**config.mk**
```make
export PLATFORM = sky130hd
export DESIGN_NAME = pll_lock_sequencer
export DESIGN_NICKNAME = d
export VERILOG_FILES = /design/src/rtl/pll_seq_pkg.sv /design/src/rtl/sync_2ff.sv /design/src/rtl/pll_lock_sequencer.sv
export SDC_FILE = /design/constraint.sdc
export NUM_CORES = 1
export LEC_CHECK = 0
export BUFFER_PORTS_ARGS = -buffer_cell sky130_fd_sc_hd__buf_2
export CORE_MARGIN = 2
export CORE_UTILIZATION = 61
export DETAILED_ROUTE_END_ITERATION = 8
export PLACE_DENSITY = 0.87
export SETUP_SLACK_MARGIN = 0.15
export SYNTH_ARGS = -nofsm -noshare
export SYNTH_HDL_FRONTEND = slang
export SYNTH_SLANG_ARGS = --single-unit
export TNS_END_PERCENT = 20
```
**constraint.sdc**
```tcl
create_clock -name REFERENCECLK -period 3.95 [get_ports REFERENCECLK]
set_input_delay 0.5925 -clock REFERENCECLK [delete_from_list [all_inputs] [get_ports REFERENCECLK]]
set_output_delay 0.5925 -clock REFERENCECLK [all_outputs]
set_load 0.02 [all_outputs]
```
**src/rtl/pll_seq_pkg.sv**
```systemverilog
// Shared types and helpers for the PLL lock sequencer.
// Holds the state encoding, the counter-width helper and the loss-count ceiling.
package pll_seq_pkg;

  typedef enum logic [2:0] {
    ST_RST_PLL,
    ST_WAIT,
    ST_STABLE,
    ST_RUN,
    ST_FAULT
  } pll_state_e;

  localparam logic [7:0] LOSS_SAT = 8'hFF;

  // Width of a counter that has to reach the largest of three terminal values.
  function automatic int cnt_width(input int a, input int b, input int c);
    int m;
    m = a;
    if (b > m) m = b;
    if (c > m) m = c;
    return $clog2(m + 1);
  endfunction

endpackage

```
**src/rtl/sync_2ff.sv**
```systemverilog
// Two-stage synchronizer for a single asynchronous status bit.
// Both stages clear to 0 on reset, so a stale input never appears after reset.
module sync_2ff (
  input  logic clk,
  input  logic rst,
  input  logic d,
  output logic q
);

  logic s1_q, s1_d;
  logic s2_q, s2_d;

  always_comb begin
    s1_d = d;
    s2_d = s1_q;
  end

  always_ff @(posedge clk) begin
    if (rst) begin
      s1_q <= 1'b0;
      s2_q <= 1'b0;
    end else begin
      s1_q <= s1_d;
      s2_q <= s2_d;
    end
  end

  assign q = s2_q;

endmodule

```
**src/rtl/pll_lock_sequencer.sv**
```systemverilog
// Power-up / recovery sequencer for the PLL: pulses PLL_RESETB, qualifies lock,
// and holds the core in reset until lock has been stable long enough.
//
// state      | meaning
// -----------+-----------------------------------------------------------
// ST_RST_PLL | PLL_RESETB low for RESET_CYCLES cycles
// ST_WAIT    | PLL running, waiting for synchronized lock (timeout armed)
// ST_STABLE  | lock seen, counting consecutive lock-high cycles
// ST_RUN     | core released, LOCKED high, watching for lock loss
// ST_FAULT   | retries exhausted, PLL held in reset until RESTART/RESET
module pll_lock_sequencer
  import pll_seq_pkg::*;
#(
  parameter int RESET_CYCLES = 16,
  parameter int LOCK_TIMEOUT = 4096,
  parameter int LOCK_STABLE  = 256,
  parameter int MAX_RETRIES  = 3
) (
  input  logic       REFERENCECLK,
  input  logic       RESET,
  input  logic       RESTART,
  input  logic       PLL_LOCK,
  output logic       PLL_RESETB,
  output logic       CORE_RESET,
  output logic       LOCKED,
  output logic       FAULT,
  output logic [1:0] RETRY_COUNT,
  output logic [7:0] LOSS_COUNT
);

  localparam int CW = cnt_width(RESET_CYCLES, LOCK_TIMEOUT, LOCK_STABLE);
  localparam logic [CW-1:0] RST_LAST  = CW'(RESET_CYCLES - 1);
  localparam logic [CW-1:0] TMO_LAST  = CW'(LOCK_TIMEOUT);
  localparam logic [CW-1:0] STB_LAST  = CW'(LOCK_STABLE);
  localparam logic [1:0]    RETRY_MAX = 2'(MAX_RETRIES);

  pll_state_e    state_q, state_d;
  logic [CW-1:0] cnt_q, cnt_d;
  logic [1:0]    retry_q, retry_d;
  logic [7:0]    loss_q, loss_d;
  logic          lock_s;

  sync_2ff u_lock_sync (
    .clk (REFERENCECLK),
    .rst (RESET),
    .d   (PLL_LOCK),
    .q   (lock_s)
  );

  always_ff @(posedge REFERENCECLK) begin
    if (RESET) begin
      state_q <= ST_RST_PLL;
      cnt_q   <= '0;
      retry_q <= '0;
      loss_q  <= '0;
    end else begin
      state_q <= state_d;
      cnt_q   <= cnt_d;
      retry_q <= retry_d;
      loss_q  <= loss_d;
    end
  end

  // One phase counter is shared; every state change restarts it from zero.
  always_comb begin
    state_d = state_q;
    cnt_d   = cnt_q + 1'b1;
    retry_d = retry_q;
    loss_d  = loss_q;
    if (RESTART) begin
      state_d = ST_RST_PLL;
      cnt_d   = '0;
      retry_d = '0;
    end else begin
      unique case (state_q)
        ST_RST_PLL: begin
          if (cnt_q == RST_LAST) begin
            state_d = ST_WAIT;
            cnt_d   = '0;
          end
        end
        ST_WAIT: begin
          // Lock is checked first so it wins over an expiring timeout.
          if (lock_s) begin
            state_d = ST_STABLE;
            cnt_d   = '0;
          end else if (cnt_q == TMO_LAST) begin
            retry_d = retry_q + 2'd1;
            cnt_d   = '0;
            state_d = (retry_d == RETRY_MAX) ? ST_FAULT : ST_RST_PLL;
          end
        end
        ST_STABLE: begin
          if (!lock_s) begin
            state_d = ST_WAIT;
            cnt_d   = '0;
          end else if (cnt_q == STB_LAST) begin
            state_d = ST_RUN;
            cnt_d   = '0;
            retry_d = '0;
          end
        end
        ST_RUN: begin
          cnt_d = '0;
          if (!lock_s) begin
            state_d = ST_RST_PLL;
            if (loss_q != LOSS_SAT) loss_d = loss_q + 8'd1;
          end
        end
        ST_FAULT: begin
          cnt_d = '0;
        end
        default: begin
          state_d = ST_RST_PLL;
          cnt_d   = '0;
        end
      endcase
    end
  end

  always_comb begin
    PLL_RESETB  = (state_q != ST_RST_PLL) && (state_q != ST_FAULT);
    CORE_RESET  = (state_q != ST_RUN);
    LOCKED      = (state_q == ST_RUN);
    FAULT       = (state_q == ST_FAULT);
    RETRY_COUNT = retry_q;
    LOSS_COUNT  = loss_q;
  end

endmodule

```
==> results.yml, run 1 <==
run_status:
  status: "complete, no violations"
clock_network:
  tritoncts: "done"
  cts_resized: 0
  cts_setup_buffers: 0
  htree_levels: 1
  path_clk_slew_ns: 0.15
  cts.path.max_buffers: 2
  cts_sinks: 28
  cts_root_buf: "clkbuf_4"
  worstSkewPairLatency_ns: 0.33
  cts_hold_buf: 0
  numCtsBuffers: 3
synth:
  ys_ff_latch: 28
  synth_ff_type: "dfxtp_1"
  yosysTopAreaCellShare: 0.369
  synth_area_per_cell_um2: 9.21
  async_flop_share: 0
  syn_inst: 165
  syn-num-nets: 174
  synth_seq_area_share: 0.369
  syn_area_um2: 1520
  synth_area_leaders: "dfxtp_1 (37%), a31oi_1 (5.8%), xor2_1 (5.8%)"
  yosysWarnings: 0
  ys_types: 45
  synth_edf_count: 0
  yosys.area.top_type: "dfxtp_1"
run:
  drv_cap: 0
die:
  fp-row-count: 18
  die-area_um2: 2910
  start_util: 0.630
  ioPinCount: 18
  die_x_um: 53.9
  die_y_um: 53.9
  core_area_um2: 2410
worst_setup_path:
  worstSetupPathType: "flip-flop to primary output"
  r2r-end: "state_q[0]$_SDFFE_PP0P_"
  slowest_delay_ns: 0.42
  required_ns: 3.36
  cp_num_buf_inv: 1
  r2r-start: "cnt_q[0]$_SDFF_PP0_"
  worstPathMaxFanout: 6
  path_depth: 3
  worstPathArrival_ns: 1.39
  start_kind: "flip-flop"
  end_kind: "primary output"
  worst_path_max_delay_cell: "dfxtp_1"
  cp_top_family: "simple AND/OR/NAND/NOR gates"
  r2r_setup_slack_ns: 2.07
  path_cells: "nor2_1 -> and2_1 -> buf_2"
  worstRegToRegCells: 6
timing:
  final.min_clock_period_ns: 1.98
  fin_setup_tns_ns: 0
  tightest_slew_ns: 0.725
  rsz0062_at_grt: "no"
  worst_clock_skew_ns: 0.0104
  max_slew_margin: 0.515
  finalSetupViolations: 0
  worst_hold_slack_ns: 0.485
  fin_ws_ns: 1.97
  drv_slew: 0
  hold_violations: 0
  finalCritPeriodShare: 0.502
  fmax_ghz: 0.504
global_routing:
  antenna_found_initial: 0
  grt_pass1_wl_um: 5120
  grt_max_degree: 16
  grt_pass1_vias: 1176
  grtUsageMet1: 0.307
  use_met3: 0.0250
  grt_busiest_layer: "met2"
  track_usage: 0.243
  grtUsageMet2: 0.400
  globalRouteOverflowTotal: 0
worst_hold_path:
  min-delay-start: "u_lock_sync.s1_q$_SDFF_PP0_"
  hold_end: "u_lock_sync.q$_SDFF_PP0_"
  hp-class: "flip-flop to flip-flop"
  hold_depth: 1
placement:
  dp_hpwl_um: 2280
  routabilityCongestion: 0.816
  pre_cts_slack_ns: 1.78
  io_buffers: 17
routing:
  avgRoutedWirePerCell_um: 14.9
  drt-total-wl_um: 3130
  route.detailed.drc: 0
  drtIter0Drc: 43
  via_per_inst: 6.36
  drtAntennaViolNets: 0
  drtPass1Iterations: 4
  route.vias.total: 1335
power:
  vdd_ir_drop_max_uv: 211
  finalPower_uw: 442
  power_density_nw_per_um2: 269
  p_leak_nw: 0.654
layout:
  diodes: 0
  drive_gt1_frac: 0.178
  num-fill-cells: 182
  area_growth_pct: 8.07
  nets: 190
  final_util: 0.681
  multi_input_area_um2: 887
  layout.area.seq_um2: 561
[worst reg2reg max path: stages, from the launching register on]
cell      delay [ns]
dfxtp_1         0.37
inv_1           0.07
ha_1            0.14
nor3b_1         0.36
and4_1          0.30
nand3b_2        0.30
a21bo_2         0.26
[power by group]
group	switching [mW]	internal [mW]	leakage, nW
clock network	0.0830	0.0565	0.0210
registers	0.00191	0.284	0.226
logic	0.0108	0.00501	0.407
[registers in the layout (all words and copies together), names as in the netlist]
signal / flops
RETRY_COUNT: 2
LOSS_COUNT: 8
state_q: 3
u_lock_sync.q: 1
cnt_q: 13
u_lock_sync.s1_q: 1
[how the worst max path moves through the flow]
stage,from,to
finish,state_q[0]$_SDFFE_PP0P_,FAULT
global route,LOSS_COUNT[0]$_SDFFE_PP0P_,LOSS_COUNT[1]$_SDFFE_PP0P_
CTS,state_q[1]$_SDFFE_PP0P_,FAULT
detailed placement,RESET,cnt_q[12]$_SDFF_PP0_
global placement,RESET,cnt_q[6]$_SDFF_PP0_
floorplan,RESTART,cnt_q[0]$_SDFF_PP0_
[cells by family (layout without fill, tap and decap cells)]
logic type	count (synthesis)	in the layout	share of synthesized area
fa+ha+maj	5	5	0.0412
compound gates	37	37	0.157
buf+inv	14	29	0.0470
simple gates	70	70	0.322
flops	28	28	0.369
xor+xnor	11	11	0.0634
[cells in the final DEF, fill, tap and decap left out, types with 5 or more instances in the layout]
| cell | count |
|---|---|
| inv_1 | 7 |
| a21oi_1 | 9 |
| nand2_1 | 8 |
| nor2b_1 | 5 |
| xor2_1 | 10 |
| buf_2 | 17 |
| and2_1 | 5 |
| nand4_1 | 6 |
| ha_1 | 5 |
| nand3_1 | 7 |
| nor2_1 | 6 |
| o31ai_1 | 5 |
| a31oi_1 | 14 |
| dfxtp_1 | 28 |
[per-stage QoR]
step	instances	cell area [µm²]
finish	210	1640
global placement	206	1610
CTS	210	1640
global route	210	1640
floorplan	165	1520
detailed placement	206	1610
[metal layers]
metal  wire (µm)  part of all wire  vias up
li1            -                 -      649
met1        1400              0.45      640
met2        1560              0.50       39
met3         101             0.032        7
met4          66             0.021        0
met5           0                 0        -
[synth_stat cells (all sizes together) (5+ instances only)]
master / n
a21oi: 9
a31oi: 14
and2: 6
dfxtp: 28
ha: 5
inv: 7
nand2: 8
nand3: 8
nand4: 8
nor2: 6
nor2b: 5
o31ai: 5
xor2: 10
[layout make-up]
class | count | share of cell area
Tap cell | 30 | 0.0229
Multi-Input combinational cell | 123 | 0.540
Timing Repair Buffer | 17 | 0.0518
Sequential cell | 28 | 0.341
Inverter | 8 | 0.0213
Clock buffer | 4 | 0.0221
No activity file was read; power rests on OpenSTA's default activity.
==> run 2: changes to the inputs <==
CORE_UTILIZATION = 51   (was 61)
PLACE_DENSITY = 0.78   (was 0.87)
clock period = 1.7 ns   (was 3.95 ns; I/O delays follow)
==> run 2 against run 1 <==
First-iteration DRC count rose to 2.6 times the previous value. Register-to-register slack got worse by 2.0 ns. Clock power rose by 130%. Core utilization grew 2.1 points. Cell count increased by 7.1%. Total power grew 140%. Critical path type is now flip-flop to flip-flop. Non-clock buffer count grew 12.
==> results.yml, run 2 (synthesized netlist as in run 1, its figures left out) <==
timing:
  final.min_clock_period_ns: 1.60
  worst_clock_skew_ns: 0.00792
  fin_ws_ns: 0.0965
  max_slew_margin: 0.624
  hold_violations: 0
  worst_hold_slack_ns: 0.131
  fin_setup_tns_ns: 0
  drv_slew: 0
  rsz0062_at_grt: "yes"
  finalCritPeriodShare: 0.943
  fmax_ghz: 0.624
  finalSetupViolations: 0
  tightest_slew_ns: 0.561
placement:
  routabilityCongestion: 0.862
  dp_hpwl_um: 2250
  place_area_um2: 1680
  io_buffers: 17
  pre_cts_slack_ns: 0.00475
layout:
  largest_register_ffs: 13
  drive_gt1_frac: 0.361
  num-fill-cells: 199
  diodes: 0
  area_growth_pct: 28.5
  design_area_um2: 1950
  mostFrequentLayoutCell: "dfxtp_1"
  top_register: "cnt_q"
  final_cell_mix: "dfxtp_1 (22), buf_2 (17), xor2_1 (10), a31oi_1 (9), buf_4 (9)"
  nets: 204
run_status:
  status: "complete, no violations"
routing:
  route.detailed.drc: 0
  drt-total-wl_um: 3760
  avgRoutedWirePerCell_um: 16.7
  drtAntennaViolNets: 0
  drtPass1Iterations: 4
  via_per_inst: 6.39
  drtIter0Drc: 110
  route.vias.total: 1438
clock_network:
  path_clk_slew_ns: 0.15
  cts.path.max_buffers: 2
  numCtsBuffers: 3
  cts_root_buf: "clkbuf_4"
  cts_sinks: 28
  htree_levels: 1
  tritoncts: "done"
  worstSkewPairLatency_ns: 0.33
  cts_hold_buf: 0
die:
  die_x_um: 58.6
  fp-row-count: 19
  start_util: 0.546
  die_y_um: 58.6
  ioPinCount: 18
  core_area_um2: 2780
  die-area_um2: 3430
worst_hold_path:
  hp-class: "primary input to flip-flop"
global_routing:
  grt_pass1_wl_um: 5520
  grt_pass1_vias: 1296
  globalRouteOverflowTotal: 0
  track_usage: 0.204
  antenna_found_initial: 0
  grt_max_degree: 16
run:
  drv_cap: 0
worst_setup_path:
  worstPathArrival_ns: 1.82
  end_kind: "flip-flop"
  start_kind: "flip-flop"
  worstSetupPathType: "flip-flop to flip-flop"
  worstPathMaxFanout: 6
  required_ns: 1.92
power:
  vdd_ir_drop_max_uv: 615
  power_density_nw_per_um2: 540
  finalPower_mw: 1.05
  p_leak_nw: 0.800
run 2: cell count changes in the layout (fill, tap and decap cells not counted), sizes merged:
cell	previous run	this run
nand3b	2	3
buf	17	28
clkbuf	4	5
nand4	8	9
run 2: routing by layer:
metal  global-route usage  wire (µm)
met5                    0          0
met2                0.355       1980
met4               0.0584         11
met1                0.247       1560
met3               0.0571        214
run 2: area by class of cell:
type	count	area, µm²	area share
clock buffer	4	36.3	0.0186
inverter	8	35.0	0.0179
multi-input combinational	125	1060	0.543
sequential	28	573	0.294
tap	31	38.8	0.0199
timing repair buffer	29	209	0.107
run 2: critical path: stages, from the launching register on:
cell	delay (ns)
dfxtp_1	0.41
nor4_4	0.33
nand4_1	0.26
buf_4	0.23
nand4_4	0.16
a31oi_2	0.10
run 2: where the power goes:
part           leakage (nW)  total, mW  switching (mW)  internal (mW)
Sequential            0.230      0.663         0.00434          0.659
Clock                0.0210      0.321           0.190          0.131
Combinational         0.549     0.0706          0.0383         0.0324
Total                 0.800       1.05           0.232          0.822
run 2: stage by stage:
step           utilization  instances
2_1_floorplan            -        165
3_3_place_gp         0.604        215
4_1_cts              0.634        220
5_1_grt              0.702        225
3_5_place_dp         0.604        215
6_report             0.702        225
run 2: worst paths after layout:
path                                                   from                          end  slack, ns  depth (start not counted)
worst max-delay path                    cnt_q[6]$_SDFF_PP0_          cnt_q[0]$_SDFF_PP0_        0.1                          5
worst min-delay path                               PLL_LOCK  u_lock_sync.s1_q$_SDFF_PP0_       0.13                          2
worst min register to register  u_lock_sync.s1_q$_SDFF_PP0_     u_lock_sync.q$_SDFF_PP0_       0.46                          1
worst max register to register          cnt_q[6]$_SDFF_PP0_          cnt_q[0]$_SDFF_PP0_        0.1                          5
run 2: what timing repair did:
action	4_1_cts	5_1_grt
gates cloned	0	3
pin swaps	0	5
resized for setup	11	26
endpoints found under the hold margin	0	0
setup endpoints to repair	22	23
buffers inserted	1	2
